### src/rtl/crack_pkg.sv
// Shared types and sizes for the ARC4 crack scheduler.
//   sched_state_t : scheduler FSM states
//   KEY_W         : default key width
//   CT_ADDR_W     : ciphertext memory address width
//   MAX_CORES     : largest supported engine count
//   IDX_W         : width of an engine index (covers MAX_CORES)
package crack_pkg;

  localparam int unsigned KEY_W     = 24;
  localparam int unsigned CT_ADDR_W = 8;
  localparam int unsigned MAX_CORES = 8;
  localparam int unsigned IDX_W     = $clog2(MAX_CORES);

  typedef enum logic [1:0] {
    IDLE   = 2'd0,
    LAUNCH = 2'd1,
    RUN    = 2'd2,
    DONE   = 2'd3
  } sched_state_t;

endpackage

### src/rtl/ct_arbiter.sv
// Ciphertext read-port arbiter: picks one requesting engine per cycle.
// Build option: CRACK_SCHED_RR_EN selects round-robin; otherwise fixed
// priority (lowest index wins).
//   clk, rst_n : clock, synchronous active-low reset
//   active     : arbitration enabled (scheduler in RUN)
//   req        : per-engine read requests
//   gnt_c      : one-hot grant for this cycle (combinational)
//   gnt_any_c  : a grant is issued this cycle
//   gnt_idx_c  : index of this cycle's grant
//   gnt_idx    : registered index of the last grant
//   gnt_vld    : a grant was issued in the previous cycle
module ct_arbiter
  import crack_pkg::*;
#(
  parameter int unsigned NUM_CORES = 2
) (
  input  logic                 clk,
  input  logic                 rst_n,
  input  logic                 active,
  input  logic [NUM_CORES-1:0] req,
  output logic [NUM_CORES-1:0] gnt_c,
  output logic                 gnt_any_c,
  output logic [IDX_W-1:0]     gnt_idx_c,
  output logic [IDX_W-1:0]     gnt_idx,
  output logic                 gnt_vld
);

`ifdef CRACK_SCHED_RR_EN
  logic [IDX_W-1:0] ptr_q;

  // Priority pointer moves just past the engine that was served.
  always_ff @(posedge clk) begin
    if (!rst_n) begin
      ptr_q <= '0;
    end else if (gnt_any_c) begin
      ptr_q <= (gnt_idx_c == IDX_W'(NUM_CORES - 1)) ? '0 : gnt_idx_c + IDX_W'(1);
    end
  end
`endif

  // Scan engines in priority order and grant the first requester.
  always_comb begin : p_pick
    int cand;
    gnt_c     = '0;
    gnt_any_c = 1'b0;
    gnt_idx_c = '0;
    cand      = 0;
    for (int k = 0; k < int'(NUM_CORES); k++) begin
`ifdef CRACK_SCHED_RR_EN
      cand = (int'(ptr_q) + k) % int'(NUM_CORES);
`else
      cand = k;
`endif
      if (active && !gnt_any_c && req[cand]) begin
        gnt_any_c   = 1'b1;
        gnt_c[cand] = 1'b1;
        gnt_idx_c   = IDX_W'(cand);
      end
    end
  end

  // Remember who was granted so read data can be steered next cycle.
  always_ff @(posedge clk) begin
    if (!rst_n) begin
      gnt_idx <= '0;
      gnt_vld <= 1'b0;
    end else begin
      gnt_vld <= gnt_any_c;
      if (gnt_any_c) begin
        gnt_idx <= gnt_idx_c;
      end
    end
  end

endmodule

### src/rtl/crack_sched.sv
// Launches NUM_CORES ARC4 crack engines over interleaved key spaces, shares
// the ciphertext read port between them and reports the first key found or
// exhaustion of the key space.
// Build option: CRACK_SCHED_RR_EN (round-robin read arbitration).
//   clk, rst_n      : clock, synchronous active-low reset
//   en / rdy        : start request / idle handshake
//   key, key_valid  : search result
//   ct_addr         : ciphertext memory address (follows the grant)
//   ct_rddata       : ciphertext memory data, one-cycle latency
//   core_en         : one-cycle start pulse to every engine
//   core_rdy        : per-engine idle
//   core_key_base   : engine i starts at key i
//   core_key_stride : key increment (NUM_CORES)
//   core_key        : per-engine found key
//   core_key_valid  : per-engine success, meaningful when idle
//   core_ct_req/addr: per-engine read request and address
//   core_ct_gnt     : one-hot read grant
//   core_ct_valid   : one-hot read data valid, one cycle after grant
//   core_ct_rddata  : read data broadcast to all engines
module crack_sched
  import crack_pkg::*;
#(
  parameter int unsigned NUM_CORES = 2,
  parameter int unsigned KEY_W     = crack_pkg::KEY_W
) (
  input  logic                           clk,
  input  logic                           rst_n,
  input  logic                           en,
  output logic                           rdy,
  output logic [KEY_W-1:0]               key,
  output logic                           key_valid,
  output logic [CT_ADDR_W-1:0]           ct_addr,
  input  logic [CT_ADDR_W-1:0]           ct_rddata,
  output logic [NUM_CORES-1:0]           core_en,
  input  logic [NUM_CORES-1:0]           core_rdy,
  output logic [NUM_CORES*KEY_W-1:0]     core_key_base,
  output logic [3:0]                     core_key_stride,
  input  logic [NUM_CORES*KEY_W-1:0]     core_key,
  input  logic [NUM_CORES-1:0]           core_key_valid,
  input  logic [NUM_CORES-1:0]           core_ct_req,
  input  logic [NUM_CORES*CT_ADDR_W-1:0] core_ct_addr,
  output logic [NUM_CORES-1:0]           core_ct_gnt,
  output logic [NUM_CORES-1:0]           core_ct_valid,
  output logic [CT_ADDR_W-1:0]           core_ct_rddata
);

  sched_state_t             state_q, state_d;
  logic [KEY_W-1:0]         key_d;
  logic                     key_valid_d;
  logic [NUM_CORES-1:0]     core_en_d;
  logic [NUM_CORES-1:0]     started_q, started_d;
  logic [NUM_CORES-1:0]     finished_c;
  logic                     match_c;
  logic [KEY_W-1:0]         match_key_c;

  logic                     gnt_any_c;
  logic [IDX_W-1:0]         gnt_idx_c;
  logic [IDX_W-1:0]         gnt_idx;
  logic                     gnt_vld;
  logic [CT_ADDR_W-1:0]     ct_addr_q;

  // Static key-space partitioning: engine i covers i, i+N, i+2N, ...
  for (genvar i = 0; i < NUM_CORES; i++) begin : g_base
    assign core_key_base[i*KEY_W +: KEY_W] = KEY_W'(i);
  end
  assign core_key_stride = 4'(NUM_CORES);

  assign rdy = (state_q == IDLE);

  ct_arbiter #(
    .NUM_CORES (NUM_CORES)
  ) u_arb (
    .clk       (clk),
    .rst_n     (rst_n),
    .active    (state_q == RUN),
    .req       (core_ct_req),
    .gnt_c     (core_ct_gnt),
    .gnt_any_c (gnt_any_c),
    .gnt_idx_c (gnt_idx_c),
    .gnt_idx   (gnt_idx),
    .gnt_vld   (gnt_vld)
  );

  // Address goes out in the grant cycle so data returns in the next one;
  // it holds its last value when nobody is granted.
  assign ct_addr = gnt_any_c ? core_ct_addr[int'(gnt_idx_c)*CT_ADDR_W +: CT_ADDR_W]
                             : ct_addr_q;

  always_ff @(posedge clk) begin
    if (!rst_n) begin
      ct_addr_q <= '0;
    end else if (gnt_any_c) begin
      ct_addr_q <= ct_addr;
    end
  end

  assign core_ct_valid  = gnt_vld ? (NUM_CORES'(1) << gnt_idx) : '0;
  assign core_ct_rddata = ct_rddata;

  // An engine is done only once it has been seen busy since the launch.
  assign finished_c = started_q & core_rdy;

  // Lowest-index finished engine with a valid key wins.
  always_comb begin
    match_c     = 1'b0;
    match_key_c = '0;
    for (int i = int'(NUM_CORES) - 1; i >= 0; i--) begin
      if (finished_c[i] && core_key_valid[i]) begin
        match_c     = 1'b1;
        match_key_c = core_key[i*KEY_W +: KEY_W];
      end
    end
  end

  // Next-state and register-input logic.
  always_comb begin
    state_d     = state_q;
    key_d       = key;
    key_valid_d = key_valid;
    core_en_d   = '0;
    started_d   = started_q;
    case (state_q)
      IDLE: begin
        if (en) begin
          state_d = LAUNCH;
        end
      end
      LAUNCH: begin
        started_d = '0;
        // Engines left running by a previous search must drain first.
        if (&core_rdy) begin
          core_en_d   = '1;
          key_valid_d = 1'b0;
          state_d     = RUN;
        end
      end
      RUN: begin
        started_d = started_q | ~core_rdy;
        if (match_c) begin
          key_d       = match_key_c;
          key_valid_d = 1'b1;
          state_d     = DONE;
        end else if (&finished_c) begin
          key_valid_d = 1'b0;
          state_d     = DONE;
        end
      end
      DONE: begin
        state_d = IDLE;
      end
      default: begin
        state_d = IDLE;
      end
    endcase
  end

  always_ff @(posedge clk) begin
    if (!rst_n) begin
      state_q   <= IDLE;
      key       <= '0;
      key_valid <= 1'b0;
      core_en   <= '0;
      started_q <= '0;
    end else begin
      state_q   <= state_d;
      key       <= key_d;
      key_valid <= key_valid_d;
      core_en   <= core_en_d;
      started_q <= started_d;
    end
  end

endmodule
### config.mk
export PLATFORM = sky130hd
export DESIGN_NAME = crack_sched
export DESIGN_NICKNAME = d
export VERILOG_FILES = /design/src/rtl/crack_pkg.sv /design/src/rtl/ct_arbiter.sv /design/src/rtl/crack_sched.sv
export SDC_FILE = /design/constraint.sdc
export NUM_CORES = 1
export LEC_CHECK = 0
export CAP_MARGIN = 20
export CORE_ASPECT_RATIO = 1.5
export CORE_MARGIN = 2
export CORE_UTILIZATION = 37
export DETAILED_ROUTE_END_ITERATION = 12
export PLACE_DENSITY = 0.95
export SLEW_MARGIN = 20
export SYNTH_ARGS = -nofsm -noshare
export SYNTH_HDL_FRONTEND = slang
export SYNTH_SLANG_ARGS = --single-unit
### constraint.sdc
create_clock -name clk -period 2.3 [get_ports clk]
set_input_delay 0.46 -clock clk [delete_from_list [all_inputs] [get_ports clk]]
set_output_delay 0.46 -clock clk [all_outputs]
set_load 0.05 [all_outputs]
---- Yosys cells after proc, flatten, opt, wreduce, memory -nomap -nowiden ----
Cells that the tools add are included.
operators by class
  equality and inequality tests ........... 6
  muxes and demuxes ....................... 21
  bitwise operators ....................... 3
  reductions and logical operators ........ 14
  shifts and indexed selects .............. 2
operator list
  cell                                                                   count
  24-bit two-way mux                                                     2
  16-bit by 7-bit variable part select with 8-bit output                 1
  2-bit two-way mux                                                      6
  1-bit two-way mux                                                      9
  8-bit two-way mux                                                      1
  2-bit case mux with 4 select lines                                     1
  2-bit AND reduction                                                    4
  3-bit AND reduction                                                    2
  1-bit logical AND                                                      5
  2-bit equality test, second input constant                             2
  2-bit != test, second input constant                                   2
  2-bit case mux with 2 select lines                                     1
  3-bit != test, second input constant                                   1
  1-bit by 3-bit << shifter with 2-bit output, first input constant      1
  2-bit bitwise AND                                                      1
  2-bit by 1-bit equality test with 1-bit output, second input constant  1
  2-bit logical NOT                                                      1
  2-bit inverter                                                         1
  2-bit OR                                                               1
  1-bit case mux with 2 select lines                                     1
  2-bit nonzero test                                                     1
  1-bit logical NOT                                                      1
word-level totals
  output and inout port bits .............. 100
  register bits after elaboration ......... 43

---- Depth between registers and ports, before layout ----
  depth after elaboration ................. 9
  depth in mapped cells ................... 7
  mapped depth without buffers ............ 5

---- Hierarchy ----
A second synthesis with hierarchy kept.
second synthesis, totals
  cell total of the unflattened synthesis .. 271
  area, all modules ....................... 2462.4 µm²
by module, submodules not included
  module       area an instance (µm²)  instances  cells each
  crack_sched  2333.5                  1          256
  ct_arbiter   128.9                   1          15

---- Worst setup path before layout ----
Ideal clock, no wire load.
  kind .................................... register to output
  start point ............................. reg state_q[0]
  end point ............................... out core_ct_gnt[1]
  path slack .............................. 131 ps
  data arrival time ....................... 1709 ps
  stages on the path, launching flop included .. 7
  data required time ...................... 1840 ps
  path through ............................ dfxtp_1 > inv_1 > ha_1 > clkbuf_1 > clkbuf_1 > nand2_1 > nor2_1
between the ends
  longest elaborated chain between the ends .. 7
ends and longest elaborated chain
  item                               line                source
  from (decl)                        crack_sched.sv:47   sched_state_t state_q, state_d;
  from (signal assigned)             crack_sched.sv:165  state_q <= state_d;
  2-bit equality test *              crack_sched.sv:75   .active (state_q == RUN),
  1-bit logical AND                  ct_arbiter.sv:54    if (active && !gnt_any_c && req[cand]) begin
  1-bit two-way mux                  ct_arbiter.sv:54
  1-bit logical NOT                  ct_arbiter.sv:54
  1-bit logical AND * (2 in series)  ct_arbiter.sv:54
  1-bit two-way mux *                ct_arbiter.sv:54
  to (decl)                          crack_sched.sv:42   output logic [NUM_CORES-1:0] core_ct_gnt,
Every way passes the cells marked *; elsewhere a longest branch is shown, timed or not.

---- Final worst setup path ----
  start point ............................. in core_ct_req[1]
  end point ............................... out ct_addr[0]
between the ends
  longest elaborated chain between the ends .. 4
ends and longest elaborated chain
  item                                                    line               source
  from (decl)                                             crack_sched.sv:40  input logic [NUM_CORES-1:0] core_ct_req,
  1-bit logical AND *                                     ct_arbiter.sv:54
  1-bit two-way mux                                       ct_arbiter.sv:54
  16-bit by 7-bit variable part select with 8-bit output  crack_sched.sv:86  assign ct_addr = gnt_any_c ? core_ct_addr[int'(gnt_idx_c)*CT_ADDR_W +: CT_ADDR_W]
  8-bit two-way mux *                                     crack_sched.sv:86
  to (decl)                                               crack_sched.sv:32  output logic [CT_ADDR_W-1:0] ct_addr,
Marks and branches as above.

==> impl_metrics.json <==
{
  "status": "completed",
  "fin_skew_ps": 3.65,
  "grt_pass1_wl_um": 9180,
  "cts_buffer_depth": 2,
  "slew_violations": 0,
  "cp_data_required_time_ps": 1840,
  "cts_num_sinks": 40,
  "tightestPinTransition_ps": 529,
  "pwr-share-comb": 0.507,
  "rows": 36,
  "synth_top_family_by_area": "buffers and inverters",
  "core-area_sq_um": 6440,
  "path_class": "in -> out",
  "max_slew_margin": 0.646,
  "design_area_sq_um": 3650,
  "setup_viol": 0,
  "hold_buffers": 0,
  "die_x_um": 70.4,
  "cp_cell_sequence": "clkdlybuf4s50_1, nor2b_2, buf_4, a22o_1, a22o_1, buf_12",
  "yosys.area_share.simple": 0.101,
  "drc": 0,
  "die_area_sq_um": 7290,
  "cp_common_cell": "a22o_1",
  "synth_most_common_cell": "buf_4",
  "clk_latency_ps": 280,
  "tritoncts.num_buffers": 5,
  "p_clk_frac": 0.201,
  "hold_violations": 0,
  "cp_slowest_cell": "clkdlybuf4s50_1",
  "via_per_inst": 4.63,
  "path_clk_slew_ps": 80,
  "cts.root.buffer_cell": "clkbuf_8",
  "grt_pass1_vias": 2019,
  "worst-path-buf-inv": 3,
  "timing.final.crit_share": 0.976,
  "synthToLayoutAreaGrowth_pct": 49.1,
  "ys_types": 29,
  "nNetsFinal": 449,
  "slowest_delay_ps": 440,
  "nFillCells": 549,
  "final_cells": 441,
  "dp.cells": 433,
  "synth_top_area_share": 0.327,
  "syn_inst": 258,
  "globalRouteOverflowTotal": 0,
  "initial_core_util": 0.380,
  "place_congestion": 0.775,
  "ys.flop_type": "dfxtp_1",
  "internal_power_mw": 1.67,
  "p_sw_frac": 0.403,
  "drtPass1Iterations": 4,
  "ant_nets": 0,
  "pre_cts_ws_ps": 76.3,
  "worst_hold_path_type": "reg -> reg",
  "drive_gt1_frac": 0.162,
  "cts_tree": "done",
  "ys_ff_latch": 40,
  "cp_max_fo": 5,
  "vdd_drop_max_uv": 828,
  "grt_max_degree": 50,
  "synthAdderAreaFrac": 0.0204,
  "dp_hpwl_um": 4610,
  "antenna_found_initial": 0,
  "yosysWarnings": 0,
  "drt_iter0_drc": 51,
  "power_leakage_nw": 1.57,
  "antenna-diode-count": 0,
  "post_cts.repair.setup_buffers": 0,
  "worstPathArrival_ps": 1780,
  "post_drt_wl_per_cell_um": 12.9,
  "route.vias.total": 2044,
  "period_minus_slack_ps": 2240,
  "cts.repair.resized": 0,
  "hold_ws_ps": 493,
  "power.switching_mw": 1.12,
  "synth_top_area_cell": "dfxtp_1",
  "cp-start-kind": "input pin",
  "postPlaceCellArea_sq_um": 3540,
  "ys_seq_area_frac": 0.327,
  "seqPwrFrac": 0.292,
  "synth_xor_xnor_area_share": 0,
  "muxShareOfSynthArea": 0.102,
  "synth_compound_area_frac": 0.216,
  "synth_enable_flop_cells": 0,
  "yosys-top-cells-area": "dfxtp_1 33%, buf_4 20%, a211oi_2 12%, mux2i_1 10%, a22o_1 5.7%",
  "syn-cell-area_sq_um": 2450,
  "fmax_mhz": 446,
  "grt_util_all_layers": 0.155,
  "syn_area_per_cell_sq_um": 9.49,
  "wl_um": 5690,
  "p_per_area_nw_per_um2": 764,
  "max-cap-violations": 0,
  "io_buffers": 112,
  "ioPinCount": 181,
  "critPathTopFamily": "buffers and inverters",
  "cts-htree-levels": 2,
  "synth_top_cells_by_count": "64 x buf_4, 40 x dfxtp_1, 29 x nor2_1",
  "worstSetupEndpointType": "output pin",
  "die_h_um": 104,
  "setup_ws_ps": 56.0,
  "synthArstFlopShare": 0
}
-- state kept, by name, indices dropped and copies added, names as in the netlist --
signal         flops
u_arb.gnt_vld      1
u_arb.gnt_idx      1
started_q          2
core_en            1
ct_addr_q          8
state_q            2
key_valid          1
key               24
-- power by group through the flow --
stage	Clock [mW]	Combinational, mW	Sequential, mW
floorplan	0	0.949	0.871
global placement	0	1.39	0.823
detailed placement	0	1.42	0.828
CTS	0.585	1.42	0.813
global route	0.621	1.50	0.823
finish	0.561	1.41	0.815
-- path summary, 6_finish.rpt --
path,startpoint,endpoint,slack (ps),depth (start not counted)
worst max register to register,state_q[0],key[4],750,6
worst min-delay path,state_q[1],state_q[1],490,2
worst min register to register,state_q[1],state_q[1],490,2
worst max-delay path,core_ct_req[1],ct_addr[0],60,6
-- kinds of logic (layout without fill, tap and decap cells) --
family,after synthesis,in the layout
flops,40,40
other cells,2,52
buf+inv,82,139
fa+ha+maj,4,4
simple gates,53,53
compound gates,52,52
mux,25,25
-- layout by cell type (no fill, tap or decap), types with 2 or more instances in the layout --
cell type	n
dfxtp_1	40
nand2_1	8
clkbuf_8	5
and2_1	10
ha_1	3
buf_12	12
a211oi_2	24
a22o_1	16
o21ai_0	2
a21oi_1	3
mux2i_1	25
inv_1	6
conb_1	52
nor2_1	29
clkdlybuf4s50_1	102
buf_4	10
-- layout make-up --
type / instances / area [sq um] / share of cell area
clock buffers: 6 / 72.6 / 0.0199
clock inverters: 2 / 35.0 / 0.00960
inverters: 7 / 26.3 / 0.00720
multi-input cells: 186 / 1280 / 0.352
flip-flops and latches: 40 / 801 / 0.219
well taps: 76 / 95.1 / 0.0261
repair buffers: 124 / 1340 / 0.366
-- worst min-delay path: cells and delay by family, from the launching register on --
kind	cells	cell delay, ps
mux	1	50
simple gates	1	60
flops	1	330
-- stage by stage --
| stage | util | total power, mW | TNS (ps) |
|---|---|---|---|
| global placement | 0.549 | 2.21 | 0 |
| detailed placement | 0.549 | 2.25 | 0 |
| CTS | 0.566 | 2.82 | 0 |
| finish | 0.567 | 2.79 | 0 |
| global route | 0.567 | 2.94 | -31.8 |
| floorplan | - | 1.82 | 0 |
-- routing by layer --
metal,part of all wire,GRT usage
met5,0,0
met4,0.020,0.0563
met1,0.32,0.145
met2,0.57,0.307
met3,0.089,0.0418
(Power assumes the default switching activity.)
